<file path="src/rtl/jtag_tap_pkg.sv">
// Shared types and constants for the IEEE 1149.1 TAP controller.
// Holds the 16-state encoding, default opcodes and the IR capture pattern.
package jtag_tap_pkg;

    typedef enum logic [3:0] {
        TLR,
        RTI,
        SEL_DR,
        CAP_DR,
        SH_DR,
        EX1_DR,
        PAU_DR,
        EX2_DR,
        UPD_DR,
        SEL_IR,
        CAP_IR,
        SH_IR,
        EX1_IR,
        PAU_IR,
        EX2_IR,
        UPD_IR
    } tap_state_t;

    localparam logic [31:0] DEF_IDCODE_VALUE = 32'h149511c3;
    localparam logic [3:0]  OPC_IDCODE       = 4'b0010;
    localparam logic [3:0]  OPC_DEBUG        = 4'b1000;
    localparam logic [3:0]  OPC_BYPASS       = 4'b1111;

    // The two LSBs of every Capture-IR value; upper bits are zero-filled.
    localparam logic [1:0]  IR_CAPTURE_LSBS  = 2'b01;

endpackage

</file>
<file path="src/rtl/jtag_tap_fsm.sv">
// 16-state TAP state machine advanced by TMS on the rising TCK edge.
// Exposes the current and next state plus the DR state decodes.
module jtag_tap_fsm
    import jtag_tap_pkg::*;
(
    input  logic       i_tck,
    input  logic       i_rst,
    input  logic       i_tms,
    output tap_state_t o_state,
    output tap_state_t o_next_state,
    output logic       o_test_logic_reset,
    output logic       o_run_test_idle,
    output logic       o_capture_dr,
    output logic       o_shift_dr,
    output logic       o_pause_dr,
    output logic       o_update_dr
);

    tap_state_t r_state;
    tap_state_t w_next_state;

    // NOTE: sequential state uses non-blocking assignments so every register
    // samples pre-edge values regardless of process evaluation order.
    always_ff @(posedge i_tck or posedge i_rst) begin
        if (i_rst) begin
            r_state <= TLR;
        end else begin
            r_state <= w_next_state;
        end
    end

    // NOTE: the default assignment first keeps this block free of inferred latches.
    always_comb begin
        w_next_state = r_state;
        case (r_state)
            TLR:     w_next_state = i_tms ? TLR    : RTI;
            RTI:     w_next_state = i_tms ? SEL_DR : RTI;
            SEL_DR:  w_next_state = i_tms ? SEL_IR : CAP_DR;
            CAP_DR:  w_next_state = i_tms ? EX1_DR : SH_DR;
            SH_DR:   w_next_state = i_tms ? EX1_DR : SH_DR;
            EX1_DR:  w_next_state = i_tms ? UPD_DR : PAU_DR;
            PAU_DR:  w_next_state = i_tms ? EX2_DR : PAU_DR;
            EX2_DR:  w_next_state = i_tms ? UPD_DR : SH_DR;
            UPD_DR:  w_next_state = i_tms ? SEL_DR : RTI;
            SEL_IR:  w_next_state = i_tms ? TLR    : CAP_IR;
            CAP_IR:  w_next_state = i_tms ? EX1_IR : SH_IR;
            SH_IR:   w_next_state = i_tms ? EX1_IR : SH_IR;
            EX1_IR:  w_next_state = i_tms ? UPD_IR : PAU_IR;
            PAU_IR:  w_next_state = i_tms ? EX2_IR : PAU_IR;
            EX2_IR:  w_next_state = i_tms ? UPD_IR : SH_IR;
            UPD_IR:  w_next_state = i_tms ? SEL_DR : RTI;
            default: w_next_state = TLR;
        endcase
    end

    assign o_state            = r_state;
    assign o_next_state       = w_next_state;
    assign o_test_logic_reset = (r_state == TLR);
    assign o_run_test_idle    = (r_state == RTI);
    assign o_capture_dr       = (r_state == CAP_DR);
    assign o_shift_dr         = (r_state == SH_DR);
    assign o_pause_dr         = (r_state == PAU_DR);
    assign o_update_dr        = (r_state == UPD_DR);

endmodule

</file>
<file path="src/rtl/jtag_tap_controller.sv">
// IEEE 1149.1 TAP controller: IR, IDCODE and BYPASS data registers, and a
// debug-DR select, with TDO launched on the falling TCK edge.
module jtag_tap_controller
    import jtag_tap_pkg::*;
#(
    parameter int                     IR_LENGTH    = 4,
    parameter logic [31:0]            IDCODE_VALUE = DEF_IDCODE_VALUE,
    parameter logic [IR_LENGTH-1:0]   IDCODE_INSTR = IR_LENGTH'(OPC_IDCODE),
    parameter logic [IR_LENGTH-1:0]   DEBUG_INSTR  = IR_LENGTH'(OPC_DEBUG),
    parameter logic [IR_LENGTH-1:0]   BYPASS_INSTR = IR_LENGTH'(OPC_BYPASS)
) (
    input  logic tck_i,
    input  logic rst_i,
    input  logic tms_i,
    input  logic tdi_i,
    output logic tdo_o,
    output logic tdo_oe_o,
    input  logic debug_tdo_i,
    output logic debug_select_o,
    output logic test_logic_reset_o,
    output logic run_test_idle_o,
    output logic capture_dr_o,
    output logic shift_dr_o,
    output logic pause_dr_o,
    output logic update_dr_o
);

    localparam logic [IR_LENGTH-1:0] IR_CAPTURE = {{(IR_LENGTH-2){1'b0}}, IR_CAPTURE_LSBS};

    tap_state_t w_state;
    tap_state_t w_next_state;

    logic [IR_LENGTH-1:0] r_ir_shift;
    logic [IR_LENGTH-1:0] r_ir_latched;
    logic [31:0]          r_idcode;
    logic                 r_bypass;
    logic                 r_tdo;
    logic                 r_tdo_oe;

    logic w_sel_idcode;
    logic w_sel_debug;
    logic w_shifting;
    logic w_tdo;

    jtag_tap_fsm u_fsm (
        .i_tck              (tck_i),
        .i_rst              (rst_i),
        .i_tms              (tms_i),
        .o_state            (w_state),
        .o_next_state       (w_next_state),
        .o_test_logic_reset (test_logic_reset_o),
        .o_run_test_idle    (run_test_idle_o),
        .o_capture_dr       (capture_dr_o),
        .o_shift_dr         (shift_dr_o),
        .o_pause_dr         (pause_dr_o),
        .o_update_dr        (update_dr_o)
    );

    // Any opcode that is neither IDCODE nor DEBUG (BYPASS_INSTR included) selects BYPASS.
    assign w_sel_idcode = (r_ir_latched == IDCODE_INSTR);
    assign w_sel_debug  = (r_ir_latched == DEBUG_INSTR);
    assign w_shifting   = (w_state == SH_IR) || (w_state == SH_DR);

    always_ff @(posedge tck_i or posedge rst_i) begin
        if (rst_i) begin
            r_ir_shift   <= '0;
            r_ir_latched <= IDCODE_INSTR;
            r_idcode     <= '0;
            r_bypass     <= 1'b0;
        end else begin
            case (w_state)
                CAP_IR: r_ir_shift <= IR_CAPTURE;
                SH_IR:  r_ir_shift <= {tdi_i, r_ir_shift[IR_LENGTH-1:1]};
                CAP_DR: begin
                    if (w_sel_idcode)      r_idcode <= IDCODE_VALUE;
                    else if (!w_sel_debug) r_bypass <= 1'b0;
                end
                SH_DR: begin
                    if (w_sel_idcode)      r_idcode <= {tdi_i, r_idcode[31:1]};
                    else if (!w_sel_debug) r_bypass <= tdi_i;
                end
                default: ;
            endcase

            if (w_next_state == TLR) begin
                r_ir_latched <= IDCODE_INSTR;
            end else if (w_state == UPD_IR) begin
                r_ir_latched <= r_ir_shift;
            end
        end
    end

    always_comb begin
        w_tdo = 1'b0;
        case (w_state)
            SH_IR: w_tdo = r_ir_shift[0];
            SH_DR: begin
                if (w_sel_idcode)     w_tdo = r_idcode[0];
                else if (w_sel_debug) w_tdo = debug_tdo_i;
                else                  w_tdo = r_bypass;
            end
            default: w_tdo = 1'b0;
        endcase
    end

    // Launch on the falling edge so the pin is stable around the next rising edge.
    always_ff @(negedge tck_i or posedge rst_i) begin
        if (rst_i) begin
            r_tdo    <= 1'b0;
            r_tdo_oe <= 1'b0;
        end else begin
            r_tdo    <= w_tdo;
            r_tdo_oe <= w_shifting;
        end
    end

    assign tdo_o          = r_tdo;
    assign tdo_oe_o       = r_tdo_oe;
    assign debug_select_o = w_sel_debug;

endmodule

</file>
<file path="config.mk">
export PLATFORM = sky130hd
export DESIGN_NAME = jtag_tap_controller
export DESIGN_NICKNAME = d
export VERILOG_FILES = /design/src/rtl/jtag_tap_pkg.sv /design/src/rtl/jtag_tap_fsm.sv /design/src/rtl/jtag_tap_controller.sv
export SDC_FILE = /design/constraint.sdc
export NUM_CORES = 1
export LEC_CHECK = 0
export BUFFER_PORTS_ARGS = -buffer_cell sky130_fd_sc_hd__buf_2
export CAP_MARGIN = 25
export CORE_ASPECT_RATIO = 1.2
export CORE_MARGIN = 1
export CORE_UTILIZATION = 60
export CTS_CLUSTER_DIAMETER = 40
export DETAILED_ROUTE_END_ITERATION = 10
export PLACE_DENSITY_LB_ADDON = 0.15
export SLEW_MARGIN = 15
export SYNTH_ARGS = -nofsm -noshare
export SYNTH_HDL_FRONTEND = slang
export SYNTH_SLANG_ARGS = --single-unit
</file>
<file path="constraint.sdc">
create_clock -name tck_i -period 2.8 [get_ports tck_i]
set_input_delay 0.28 -clock tck_i [delete_from_list [all_inputs] [get_ports tck_i]]
set_output_delay 0.28 -clock tck_i [all_outputs]
set_load 0.005 [all_outputs]
</file>
# After elaboration in Yosys (flattened, before gate mapping)
# Index checks and enable logic that the tools add are counted.
[op_classes]
n_eq_ne = 23
mux = 27
n_reduce_logical = 11
[op_table]
columns = ["cell", "count"]
rows = [
  ["32-bit 2-to-1 mux", 2],
  ["32-bit one-hot mux with 2 select lines", 1],
  ["4-bit one-hot mux with 12 select lines", 1],
  ["4-bit == test, second input constant", 9],
  ["4-bit 2-to-1 mux", 6],
  ["4-bit by 3-bit == test with 1-bit output, second input constant", 4],
  ["4-bit by 2-bit == test with 1-bit output, second input constant", 3],
  ["1-bit 2-to-1 mux", 9],
  ["4-bit logical NOT", 2],
  ["2-bit != test, second input constant", 4],
  ["4-bit one-hot mux with 2 select lines", 1],
  ["2-bit 2-to-1 mux", 3],
  ["3-bit 2-to-1 mux", 2],
  ["2-bit nonzero test", 3],
  ["5-bit AND reduction", 1],
  ["4-bit by 1-bit == test with 1-bit output, second input constant", 1],
  ["2-bit by 1-bit != test with 1-bit output, second input constant", 2],
  ["1-bit one-hot mux with 2 select lines", 2],
  ["2-bit OR reduction", 2],
  ["3-bit AND reduction", 1],
  ["3-bit OR reduction", 1],
  ["1-bit logical OR", 1],
]
[word_totals]
inputBits = 5
elab_cells = 68
output_inout_bits = 9
regBits = 47

# Depth between registers and ports, before layout
[depth]
ltp_word = 5
depth_mapped = 5
mapped_depth_nobuf = 3

# By module
# A second synthesis with hierarchy kept.
[hier_totals]
cells_unflattened = 178
hier_area_um2 = 2197.1
[by_module_without_submodules]
columns = ["mod", "area_per_inst_um2", "instances", "cells_per_inst", "seq_area_each_um2"]
rows = [
  ["jtag_tap_controller", 1717.9, 1, 129, 1077.3],
  ["jtag_tap_fsm", 479.2, 1, 49, 100.1],
]

==> flow_summary.yaml <==
synthesis:
  synth_top_area_cell: "dfrtp_1"
  avgSynthCellArea_um2: 11.8
  syn_inst: 176
  synth_cell_types: 43
  syn_nets: 181
  ys_seq_area_share_pct: 56.9
  synth_top_area_share_pct: 53.2
  yosys_warnings: 0
  netlist_area_um2: 2070
  ys_ff_latch: 47
  synth_area_leaders: "dfrtp_1 53%, a22o_1 8.5%, o22a_1 5.1%"
pwr:
  power.switching_mw: 0.982
  seq_power_share_pct: 42.7
  p_sw_share_pct: 36.6
  ir_drop_mv: 0.847
  p_leak_nw: 1.06
  pwr-share-clk_pct: 13.6
  p_int_mw: 1.70
  power_per_cell_area_nw_per_um2: 1170
  p_comb_share_pct: 43.7
placed_design:
  pre_cts_slack_ps: -4.45
  dp_hpwl_mm: 2.71
  port-buffer-count: 13
  dpl_cell_area_um2: 2210
  gp_congestion: 0.823
layout:
  antennaDiodeCount: 0
  num-fill-cells: 244
  design_area_um2: 2300
  syn_to_final_growth_pct: 11.2
  drive_above_1_share_pct: 22.1
  layout.nets: 201
die:
  ios: 14
  coreArea_um2: 3310
  die_width_um: 55.6
  placementRows: 23
  initial_core_util_pct: 62.5
  die_h_um: 66.3
  die_area_um2: 3690
clock_tree:
  cts_buffer_depth: 2
  cts_setup_buffers: 0
  cts_tree: "yes"
  cts_root_buffer: "clkbuf_8"
  cts_made_buffers: 5
  clkTransAtPathRegs_ps: 70
  worstSkewPairLatency_ps: 290
  cts_max_level: 2
  cts_sinks: 47
run_status:
  outcome: "completed"
worst_setup_path:
  required_ps: 1540
  crit_type: "register to register"
  r2r_start: "r_ir_latched[1]$_DFFE_PP1P_"
  reg2reg_depth: 3
  critPathCaptureType: "register"
  crit_fanout: 2
  critPathLaunchType: "register"
  startpoint: "r_ir_latched[1]$_DFFE_PP1P_"
  cp.arrival_ps: 1540
sta:
  hold_viol: 0
  rsz0062_at_grt: "true"
  setup-tns-final_ps: 0
  fin_skew_ps: 6.32
  worst_slack_ps: 0.872
  maxSlewViolCount: 0
  setup_viol: 0
  worst_slew_pin_slew_ps: 725
  slew-limit-headroom_pct: 51.6
global_routing:
  grt_pass1_vias: 1496
  groute.usage.overall_pct: 24.1
  grt_max_degree: 35
  grt_overflow: 0
  grt_pass1_wl_mm: 6.81
  antenna_found_initial: 0
route:
  first_pass_iters: 4
  totalWireLength_mm: 3.90
  drc: 0
  wl_per_cell_um: 16.8
  ant_nets: 0
  vias_per_cell: 6.31
  dr.first_iter.drc_count: 44
  via_count: 1463
hold_path:
  holdCritStartpoint: "tdi_i"
  hold_path_class: "input pin to register"
  whs_path_depth: 2
job:
  max_cap_viol_count: 0
## cell usage after synthesis
cell type,number
or3b_4,1
nand3_1,2
a2111o_1,1
a22o_1,20
or2_2,2
nand3b_1,3
clkbuf_1,5
and3b_1,1
inv_1,4
nor2b_1,2
nor4b_2,1
a32o_1,1
nand2b_1,2
a31o_2,1
o2bb2ai_1,1
a221oi_1,1
and2_1,2
nor2_1,9
a211o_1,2
nor4_1,1
a211oi_2,1
buf_4,2
nor3b_1,1
nor3_1,6
or4b_2,1
nand2_1,10
o21ai_0,6
buf_2,4
o211ai_1,1
buf_1,2
a21oi_1,4
nor4b_1,2
a211oi_1,3
dfrtp_1,44
xor2_1,2
dfstp_2,1
o22a_1,12
o221ai_1,3
dfrtn_1,2
mux2i_1,3
or4b_4,1
buf_6,2
nand4_1,1
## power groups by stage
stage	Combinational, mW	Sequential, mW	Clock, mW
finish	1.17	1.15	0.366
global route	1.31	1.19	0.400
CTS	1.18	1.15	0.372
detailed placement	1.17	1.15	0
global placement	1.12	1.13	0
floorplan	0.901	1.11	0
## cell families after synthesis
| logic type | after synthesis | synth area share, % |
|---|---|---|
| compound gates | 57 | 22.4 |
| buf+inv | 19 | 4.78 |
| flops | 47 | 56.9 |
| simple gates | 48 | 13.6 |
| xor+xnor | 2 | 0.847 |
| mux | 3 | 1.45 |
## layout by cell type, fill, tap and decap left out, types with 2 or more instances in the layout
cell,Yosys,layout
or2_2,2,2
o221ai_1,3,2
clkbuf_8,0,5
buf_2,4,13
dfrtn_1,2,2
a21oi_1,4,4
a22o_1,20,20
xor2_1,2,2
dfrtp_1,44,44
mux2i_1,3,3
nand3_1,2,2
nor4b_1,2,2
o22a_1,12,12
nand2b_1,2,2
nor2b_1,2,2
and2_1,2,2
a211o_1,2,2
nand2_1,10,10
or4b_4,1,2
buf_4,2,14
inv_1,4,3
a211oi_1,3,3
o21ai_0,6,6
nand3b_1,3,3
nor3_1,6,6
nor2_1,9,9
## routing by layer
layer / wire length [um] / track usage, % / vias to the layer above
met4: 62 / 8.13 / 0
met3: 96 / 5.48 / 9
li1: - / - / 692
met2: 2010 / 42.6 / 20
met5: 0 / 0 / -
met1: 1730 / 29.2 / 742
## critical path, stage by stage (launching register included)
cell	delay [ps]
dfstp_2	530
or4b_4	470
o221ai_2	190
o2bb2ai_2	70
## metrics by stage
| step | power, mW | hold slack (ps) | instances | util, % |
|---|---|---|---|---|
| floorplan | 2.01 | 420 | 176 | - |
| global placement | 2.25 | 250 | 225 | 66.8 |
| detailed placement | 2.33 | 264 | 225 | 66.8 |
| CTS | 2.69 | 261 | 232 | 69.3 |
| global route | 2.90 | 269 | 232 | 69.5 |
| finish | 2.69 | 265 | 232 | 69.5 |
## area by class of cell
| cell class | instances | area (um2) | area share, % |
|---|---|---|---|
| inverters | 4 | 15.0 | 0.653 |
| repair buffers | 28 | 180 | 7.83 |
| well taps | 37 | 46.3 | 2.01 |
| flip-flops and latches | 47 | 1180 | 51.2 |
| clock buffers | 6 | 72.6 | 3.16 |
| multi-input cells | 110 | 808 | 35.1 |
## path summary, 6_finish.rpt
kind	to	slack, ps
setup / recovery	tdo_o$_DFF_NP0_	0.9
hold / removal	r_idcode[31]$_DFFE_PP0P_	260
setup reg to reg	tdo_o$_DFF_NP0_	0.9
hold reg to reg	r_idcode[6]$_DFFE_PP0P_	490
max in group asynchronous	tdo_o$_DFF_NP0_	740
min in group asynchronous	u_fsm.o_state[0]$_DFF_PP0_	490
## state kept, by name, indices dropped and copies added (netlist names)
signal / flops
r_idcode: 32
r_ir_latched: 4
r_ir_shift: 4
u_fsm.o_state: 4
r_bypass: 1
tdo_o: 1
tdo_oe_o: 1
## what timing repair did
action	in CTS	in global routing
gates resized for setup	0	1
endpoints found under the setup margin	1	1
hold buffers	1	0
hold endpoints to repair	10	0
No activity file was read; power rests on OpenSTA's default activity.
